==> src/rtl/mem_pkg.sv <==
// Shared types and constants for the load/store memory access unit.
package mem_pkg;

   typedef enum logic [1:0] {
      IDLE   = 2'd0,
      ACCESS = 2'd1,
      WB     = 2'd2
   } mau_state_e;

   localparam int         TIMEOUT_CYCLES_DEFAULT = 255;
   localparam logic [3:0] BE_WORD                = 4'b1111;

endpackage : mem_pkg

==> src/rtl/mem_access_unit_if.sv <==
// Pipeline request, memory bus and load-writeback signals of mem_access_unit.
interface mem_access_unit_if;

   logic        req_valid;
   logic        req_ready;
   logic        req_load;
   logic        req_byte;
   logic [31:0] req_addr;
   logic [31:0] req_wdata;
   logic [3:0]  req_rd;

   logic        mem_req;
   logic        mem_we;
   logic [10:0] mem_addr;
   logic [3:0]  mem_be;
   logic [31:0] mem_wdata;
   logic        mem_ack;
   logic [31:0] mem_rdata;

   logic        w_en_ldr;
   logic [3:0]  w_addr_ldr;
   logic [31:0] w_data_ldr;
   logic        busy;
   logic        err;

   // The unit itself: consumes requests and acks, drives the bus and writeback.
   modport slave (
      input  req_valid, req_load, req_byte, req_addr, req_wdata, req_rd,
      input  mem_ack, mem_rdata,
      output req_ready, mem_req, mem_we, mem_addr, mem_be, mem_wdata,
      output w_en_ldr, w_addr_ldr, w_data_ldr, busy, err
   );

   // The surrounding pipeline and memory model.
   modport master (
      output req_valid, req_load, req_byte, req_addr, req_wdata, req_rd,
      output mem_ack, mem_rdata,
      input  req_ready, mem_req, mem_we, mem_addr, mem_be, mem_wdata,
      input  w_en_ldr, w_addr_ldr, w_data_ldr, busy, err
   );

endinterface : mem_access_unit_if

==> src/rtl/mem_lane_align.sv <==
// Byte-lane handling: store byte enables/replication and load lane extraction.
module mem_lane_align
   import mem_pkg::*;
(
   input  logic        st_byte_i,
   input  logic [1:0]  st_lane_i,
   input  logic [31:0] st_data_i,
   output logic [3:0]  st_be_o,
   output logic [31:0] st_data_o,
   input  logic        ld_byte_i,
   input  logic [1:0]  ld_lane_i,
   input  logic [31:0] ld_data_i,
   output logic [31:0] ld_data_o
);

   always_comb begin
      // NOTE: every output gets a default first so no path through the block infers a latch.
      st_be_o   = BE_WORD;
      st_data_o = st_data_i;
      ld_data_o = ld_data_i;
      if (st_byte_i) begin
         st_be_o   = 4'b0001 << st_lane_i;
         st_data_o = {4{st_data_i[7:0]}};
      end
      if (ld_byte_i) begin
         ld_data_o = {24'h0, ld_data_i[{ld_lane_i, 3'b000} +: 8]};
      end
   end

endmodule : mem_lane_align

==> src/rtl/mem_access_unit.sv <==
// Load/store unit: one request at a time, word/byte access, ack timeout, load writeback.
module mem_access_unit
   import mem_pkg::*;
#(
   parameter int TIMEOUT_CYCLES = TIMEOUT_CYCLES_DEFAULT
) (
   input logic              clk,
   input logic              rst_n,
   mem_access_unit_if.slave bus
);

   localparam int               CNT_W   = (TIMEOUT_CYCLES > 1) ? $clog2(TIMEOUT_CYCLES) : 1;
   localparam logic [CNT_W-1:0] CNT_MAX = CNT_W'(TIMEOUT_CYCLES - 1);

   mau_state_e  state_q;
   logic        mem_req_q, mem_we_q;
   logic [10:0] mem_addr_q;
   logic [3:0]  mem_be_q;
   logic [31:0] mem_wdata_q;
   logic        w_en_q;
   logic [3:0]  w_addr_q;
   logic [31:0] w_data_q;
   logic        err_q;
   logic        load_q, byte_q;
   logic [1:0]  lane_q;
   logic [3:0]  rd_q;
   logic [CNT_W-1:0] cnt_q;

   logic [3:0]  st_be;
   logic [31:0] st_wdata;
   logic [31:0] ld_data;
   logic        misaligned;
   logic        unused_addr_bits;

   assign unused_addr_bits = ^bus.req_addr[31:13];
   assign misaligned       = !bus.req_byte && (bus.req_addr[1:0] != 2'b00);

   mem_lane_align u_lane_align (
      .st_byte_i (bus.req_byte),
      .st_lane_i (bus.req_addr[1:0]),
      .st_data_i (bus.req_wdata),
      .st_be_o   (st_be),
      .st_data_o (st_wdata),
      .ld_byte_i (byte_q),
      .ld_lane_i (lane_q),
      .ld_data_i (bus.mem_rdata),
      .ld_data_o (ld_data)
   );

   always_ff @(posedge clk or negedge rst_n) begin
      if (!rst_n) begin
         state_q     <= IDLE;
         mem_req_q   <= 1'b0;
         mem_we_q    <= 1'b0;
         mem_addr_q  <= '0;
         mem_be_q    <= '0;
         mem_wdata_q <= '0;
         w_en_q      <= 1'b0;
         w_addr_q    <= '0;
         w_data_q    <= '0;
         err_q       <= 1'b0;
         load_q      <= 1'b0;
         byte_q      <= 1'b0;
         lane_q      <= '0;
         rd_q        <= '0;
         cnt_q       <= '0;
      end else begin
         // NOTE: sequential state uses non-blocking assignments so every register samples pre-edge values.
         err_q  <= 1'b0;
         w_en_q <= 1'b0;
         unique case (state_q)
            IDLE: begin
               if (bus.req_valid) begin
                  if (misaligned) begin
                     err_q <= 1'b1;
                  end else begin
                     state_q     <= ACCESS;
                     mem_req_q   <= 1'b1;
                     mem_we_q    <= !bus.req_load;
                     mem_addr_q  <= bus.req_addr[12:2];
                     mem_be_q    <= bus.req_load ? BE_WORD : st_be;
                     mem_wdata_q <= st_wdata;
                     load_q      <= bus.req_load;
                     byte_q      <= bus.req_byte;
                     lane_q      <= bus.req_addr[1:0];
                     rd_q        <= bus.req_rd;
                     cnt_q       <= '0;
                  end
               end
            end
            ACCESS: begin
               // Ack is checked before the terminal count so a last-cycle ack still completes.
               if (mem_req_q && bus.mem_ack) begin
                  mem_req_q <= 1'b0;
                  if (load_q) begin
                     w_en_q   <= 1'b1;
                     w_addr_q <= rd_q;
                     w_data_q <= ld_data;
                     state_q  <= WB;
                  end else begin
                     state_q  <= IDLE;
                  end
               end else if (cnt_q == CNT_MAX) begin
                  mem_req_q <= 1'b0;
                  err_q     <= 1'b1;
                  state_q   <= IDLE;
               end else begin
                  cnt_q <= cnt_q + CNT_W'(1);
               end
            end
            WB:      state_q <= IDLE;
            default: state_q <= IDLE;
         endcase
      end
   end

   assign bus.req_ready  = (state_q == IDLE);
   assign bus.busy       = (state_q != IDLE);
   assign bus.mem_req    = mem_req_q;
   assign bus.mem_we     = mem_we_q;
   assign bus.mem_addr   = mem_addr_q;
   assign bus.mem_be     = mem_be_q;
   assign bus.mem_wdata  = mem_wdata_q;
   assign bus.w_en_ldr   = w_en_q;
   assign bus.w_addr_ldr = w_addr_q;
   assign bus.w_data_ldr = w_data_q;
   assign bus.err        = err_q;

endmodule : mem_access_unit

==> src/flat_wrapper.sv <==
// flat-port wrapper written by rule: the top's interface ports become plain ports
module mem_access_unit_flat import mem_pkg::*;
#(
   parameter int TIMEOUT_CYCLES = TIMEOUT_CYCLES_DEFAULT
)
  (clk, rst_n, bus_req_valid, bus_req_load, bus_req_byte, bus_req_addr, bus_req_wdata, bus_req_rd, bus_mem_ack, bus_mem_rdata, bus_req_ready, bus_mem_req, bus_mem_we, bus_mem_addr, bus_mem_be, bus_mem_wdata, bus_w_en_ldr, bus_w_addr_ldr, bus_w_data_ldr, bus_busy, bus_err);
  mem_access_unit_if bus_i ();
  input logic clk;
  input logic rst_n;
  input wire logic [$bits(bus_i.req_valid)-1:0] bus_req_valid;
  input wire logic [$bits(bus_i.req_load)-1:0] bus_req_load;
  input wire logic [$bits(bus_i.req_byte)-1:0] bus_req_byte;
  input wire logic [$bits(bus_i.req_addr)-1:0] bus_req_addr;
  input wire logic [$bits(bus_i.req_wdata)-1:0] bus_req_wdata;
  input wire logic [$bits(bus_i.req_rd)-1:0] bus_req_rd;
  input wire logic [$bits(bus_i.mem_ack)-1:0] bus_mem_ack;
  input wire logic [$bits(bus_i.mem_rdata)-1:0] bus_mem_rdata;
  output wire logic [$bits(bus_i.req_ready)-1:0] bus_req_ready;
  output wire logic [$bits(bus_i.mem_req)-1:0] bus_mem_req;
  output wire logic [$bits(bus_i.mem_we)-1:0] bus_mem_we;
  output wire logic [$bits(bus_i.mem_addr)-1:0] bus_mem_addr;
  output wire logic [$bits(bus_i.mem_be)-1:0] bus_mem_be;
  output wire logic [$bits(bus_i.mem_wdata)-1:0] bus_mem_wdata;
  output wire logic [$bits(bus_i.w_en_ldr)-1:0] bus_w_en_ldr;
  output wire logic [$bits(bus_i.w_addr_ldr)-1:0] bus_w_addr_ldr;
  output wire logic [$bits(bus_i.w_data_ldr)-1:0] bus_w_data_ldr;
  output wire logic [$bits(bus_i.busy)-1:0] bus_busy;
  output wire logic [$bits(bus_i.err)-1:0] bus_err;
  assign bus_i.req_valid = bus_req_valid;
  assign bus_i.req_load = bus_req_load;
  assign bus_i.req_byte = bus_req_byte;
  assign bus_i.req_addr = bus_req_addr;
  assign bus_i.req_wdata = bus_req_wdata;
  assign bus_i.req_rd = bus_req_rd;
  assign bus_i.mem_ack = bus_mem_ack;
  assign bus_i.mem_rdata = bus_mem_rdata;
  assign bus_req_ready = bus_i.req_ready;
  assign bus_mem_req = bus_i.mem_req;
  assign bus_mem_we = bus_i.mem_we;
  assign bus_mem_addr = bus_i.mem_addr;
  assign bus_mem_be = bus_i.mem_be;
  assign bus_mem_wdata = bus_i.mem_wdata;
  assign bus_w_en_ldr = bus_i.w_en_ldr;
  assign bus_w_addr_ldr = bus_i.w_addr_ldr;
  assign bus_w_data_ldr = bus_i.w_data_ldr;
  assign bus_busy = bus_i.busy;
  assign bus_err = bus_i.err;
  mem_access_unit #(.TIMEOUT_CYCLES(TIMEOUT_CYCLES)) u_core (.clk(clk), .rst_n(rst_n), .bus(bus_i));
endmodule
==> config.mk <==
export PLATFORM = sky130hd
export DESIGN_NAME = mem_access_unit_flat
export DESIGN_NICKNAME = d
export VERILOG_FILES = /design/src/rtl/mem_pkg.sv /design/src/rtl/mem_access_unit_if.sv /design/src/rtl/mem_lane_align.sv /design/src/rtl/mem_access_unit.sv /design/src/flat_wrapper.sv
export SDC_FILE = /design/constraint.sdc
export NUM_CORES = 1
export LEC_CHECK = 0
export ABC_AREA = 1
export CAP_MARGIN = 20
export CORE_MARGIN = 2
export CORE_UTILIZATION = 45
export CTS_CLUSTER_SIZE = 40
export DETAILED_ROUTE_END_ITERATION = 6
export MAX_ROUTING_LAYER = met4
export PLACE_DENSITY = 0.81
export REMOVE_ABC_BUFFERS = 1
export SETUP_SLACK_MARGIN = 0.2
export SLEW_MARGIN = 20
export SYNTH_ARGS = -nofsm -noshare
export SYNTH_HDL_FRONTEND = slang
export SYNTH_HIERARCHICAL = 1
export SYNTH_SLANG_ARGS = --single-unit
==> constraint.sdc <==
create_clock -name clk -period 1.9 [get_ports clk]
set_clock_uncertainty 0.2 [all_clocks]
set_input_delay 0.19 -clock clk [delete_from_list [all_inputs] [get_ports clk]]
set_output_delay 0.19 -clock clk [all_outputs]
set_load 0.01 [all_outputs]
==> impl_metrics.env <==
export IMPL_outcome="finished, final reports clean"
export IMPL_synthAdderAreaFrac_pct=0.476
export IMPL_yosysUniqueCellTypes=31
export IMPL_clk_pin_slew_ns=0.07
export IMPL_cts_buffers_inserted=9
export IMPL_intPower_mw=6.53
export IMPL_drtIter0Drc=249
export IMPL_grt_pass1_wl_um=21900
export IMPL_synthMuxAreaShare_pct=0
export IMPL_reg2reg_depth=8
export IMPL_p_per_area_nw_per_um2=1400
export IMPL_grtUsageTotal_pct=22.3
export IMPL_setup_violations=0
export IMPL_cts_max_level=3
export IMPL_synth_xor_area_share_pct=0.333
export IMPL_totalWireLength_um=13200
export IMPL_pwr_share_clk_pct=17.0
export IMPL_syn_cell_area_um2=5260
export IMPL_slowest_delay_ns=0.40
export IMPL_insertedDiodeCount=0
export IMPL_synth_warning_count=6
export IMPL_cts_sinks=105
export IMPL_hold_violations=0
export IMPL_viasPerCell=4.67
export IMPL_synth_area_per_cell_um2=7.87
export IMPL_dp_hpwl_um=9480
export IMPL_ys_ff_latch=105
export IMPL_dieHeight_um=112
export IMPL_fin_setup_tns_ns=0
export IMPL_via_count=4613
export IMPL_finalCriticalPeriod_ns=1.67
export IMPL_drive_gt1_share_pct=12.8
export IMPL_root_buffer="clkbuf_16"
export IMPL_crit_path_max_fanout=7
export IMPL_yosys_area_share_simple_pct=32.9
export IMPL_fp_dieArea_um2=12600
export IMPL_finish_net_count=947
export IMPL_gr_total_overflow=0
export IMPL_fin_crit_sh_pct=87.7
export IMPL_maxSlewViolCount=0
export IMPL_pwr_share_seq_pct=36.8
export IMPL_drc=0
export IMPL_swShare_pct=37.1
export IMPL_comb_power_share_pct=46.2
export IMPL_cts_tree="yes"
export IMPL_dieWidth_um=112
export IMPL_yosysSeqAreaShare_pct=50.0
export IMPL_syn_inst=668
export IMPL_area_growth_pct=41.7
export IMPL_grt_start_max_net_pins=43
export IMPL_power_leakage_nw=3.93
export IMPL_synth_top_family_by_area="simple AND/OR/NAND/NOR gates"
export IMPL_crit_type="reg2reg"
export IMPL_initial_core_util_pct=46.0
export IMPL_numPortBuffers=175
export IMPL_wl_per_cell_um=13.4
export IMPL_core_area_um2=11400
export IMPL_max_slew_margin_pct=68.7
export IMPL_antenna_found_initial=0
export IMPL_p_sw_mw=3.86
export IMPL_drtPass1Iterations=4
export IMPL_place_congestion=0.823
export IMPL_critPathLaunchType="flop"
export IMPL_worst_pin_slew_ns=0.470
export IMPL_cap_viol_max_count=0
export IMPL_rsz0062_at_grt="no"
export IMPL_cts_buffer_depth=2
export IMPL_crit_path_cell_trace="inv_2 -> ha_4 -> nand2_2 -> nor2_4 -> nand2_4 -> a21oi_4 -> nand2_1 -> o21ai_0"
export IMPL_clkLatencyLatePin_ns=0.34
export IMPL_crit_path_end_kind="flop"
export IMPL_max_clock_freq_mhz=600
export IMPL_irDropWorstVdd_v=0.000877
export IMPL_slowest_stage="dfrtp_1"
export IMPL_finalHoldWorstSlack_ns=0.149
export IMPL_finalPower_mw=10.4
export IMPL_grt_pass1_vias=4541
export IMPL_synth_compound_area_share_pct=4.93
export IMPL_rows=39
export IMPL_ios=195
export IMPL_detail_route_antenna_nets=0
export IMPL_cp_required_ns=1.96
export IMPL_synth_area_top_cells="dfrtp_1 (50%), nand2_1 (20%), nand2_2 (5.6%)"
export IMPL_synth_area_leader_cell="dfrtp_1"
export IMPL_cp_arrival_ns=1.72
export IMPL_hp_class="in2async"
export IMPL_yosys_area_top_type_share_pct=50.0
## layer usage
layer | global-route usage [%] | routed length (um)
met5 | - | 0
met4 | 6.99 | 204
met3 | 5.13 | 1030
met2 | 35.2 | 6190
met1 | 28.9 | 5790
## power groups by stage
stage	registers, mW	logic [mW]	clock network, mW
after floorplan	4.23	1.68	0
after global placement	3.83	4.65	0
after detailed placement	3.86	4.75	0
after CTS	3.84	4.80	1.82
after global routing	3.97	5.27	1.91
final	3.83	4.80	1.76
## worst paths after layout
check	startpoint	endpoint	slack, ns
max reg2reg	u_core/cnt_q[0]	u_core/cnt_q[1]	0.23
min reg2reg	u_core/bus.mem_wdata[8]	u_core/bus.mem_wdata[8]	0.27
max in group asynchronous	rst_n	u_core/bus.w_data_ldr[11]	0.78
max	u_core/cnt_q[0]	u_core/cnt_q[1]	0.23
min	rst_n	u_core/bus.w_data_ldr[17]	0.15
min in group clk	bus_req_addr[10]	u_core/bus.mem_addr[8]	0.19
## cell usage in the layout, fill, tap and decap left out, types with 3 or more instances in the layout
cell type,instances
o21ai_0,35
inv_1,61
nand2_2,45
clkbuf_16,9
dlymetal6s2s_1,11
buf_12,6
nand3_1,20
o21ai_1,4
dfrtp_1,104
inv_2,8
nor2_1,43
buf_4,15
nor2_4,3
nand2_4,5
clkdlybuf4s50_1,161
nand2_1,284
## cell usage after synthesis, drive strengths merged
master and instances:
nand2 334, dfrtp 105, inv 69, nor2 49
o21ai 40, buf 33, nand3 22, clkbuf 4
a21oi 3, ha 2, o21bai 2, nand3b 1
nor3b 1, o22ai 1, xnor2 1, xor2 1
## repair_timing
| item | in CTS | in global routing |
|---|---|---|
| hold buffers | 1 | 0 |
| resized for setup | 2 | 27 |
| endpoints found under the hold margin | 56 | 0 |
| pin swaps | 0 | 3 |
| endpoints found under the setup margin | 2 | 52 |
| buffers inserted | 3 | 1 |
| cloned | 0 | 0 |
## stage by stage
step / cell area, um2 / utilization [%] / cells / worst slack (ns)
6_report: 7450 / 65.2 / 987 / 0.234
5_1_grt: 7450 / 65.2 / 987 / 0.146
2_1_floorplan: 4920 / - / 631 / 0.0143
3_3_place_gp: 7050 / 61.7 / 966 / 0.140
3_5_place_dp: 7050 / 61.7 / 966 / 0.117
4_1_cts: 7360 / 64.5 / 986 / 0.202
## critical path: cells and delay by family (launching register included)
family	cells	cell delay, ns
compound gates	2	0.34
simple gates	4	0.39
fa+ha+maj	1	0.14
buf+inv	1	0.10
flops	1	0.40
## registers in the layout, indices dropped and copies added (netlist names)
name,count
u_core/bus.w_data_ldr,32
u_core/bus.err,1
u_core/bus.mem_req,1
u_core/lane_q,2
u_core/byte_q,1
u_core/state_q,2
u_core/bus.mem_be,4
u_core/bus.mem_addr,11
u_core/bus.mem_wdata,32
u_core/load_q,1
u_core/bus.mem_we,1
u_core/cnt_q,8
u_core/bus.w_en_ldr,1
u_core/bus.w_addr_ldr,4
u_core/rd_q,4
## cell type report
type,count,area [um2]
multi-input combinational,457,2080
inverter,69,259
clock inverter,6,42.5
clock buffer,10,239
tap,143,179
fill,1002,3970
sequential,105,2630
timing repair buffer,197,2020
## kinds of logic (layout without fill, tap and decap cells)
| kind of cell | after synthesis | in the layout |
|---|---|---|
| AO/OA/AOI/OAI | 46 | 46 |
| XOR/XNOR | 2 | 2 |
| adder cells (fa/ha/maj) | 2 | 2 |
| buffers and inverters | 106 | 282 |
| flip-flops | 105 | 105 |
| AND/OR/NAND/NOR | 407 | 407 |
Power figures use the tool's default switching activity.
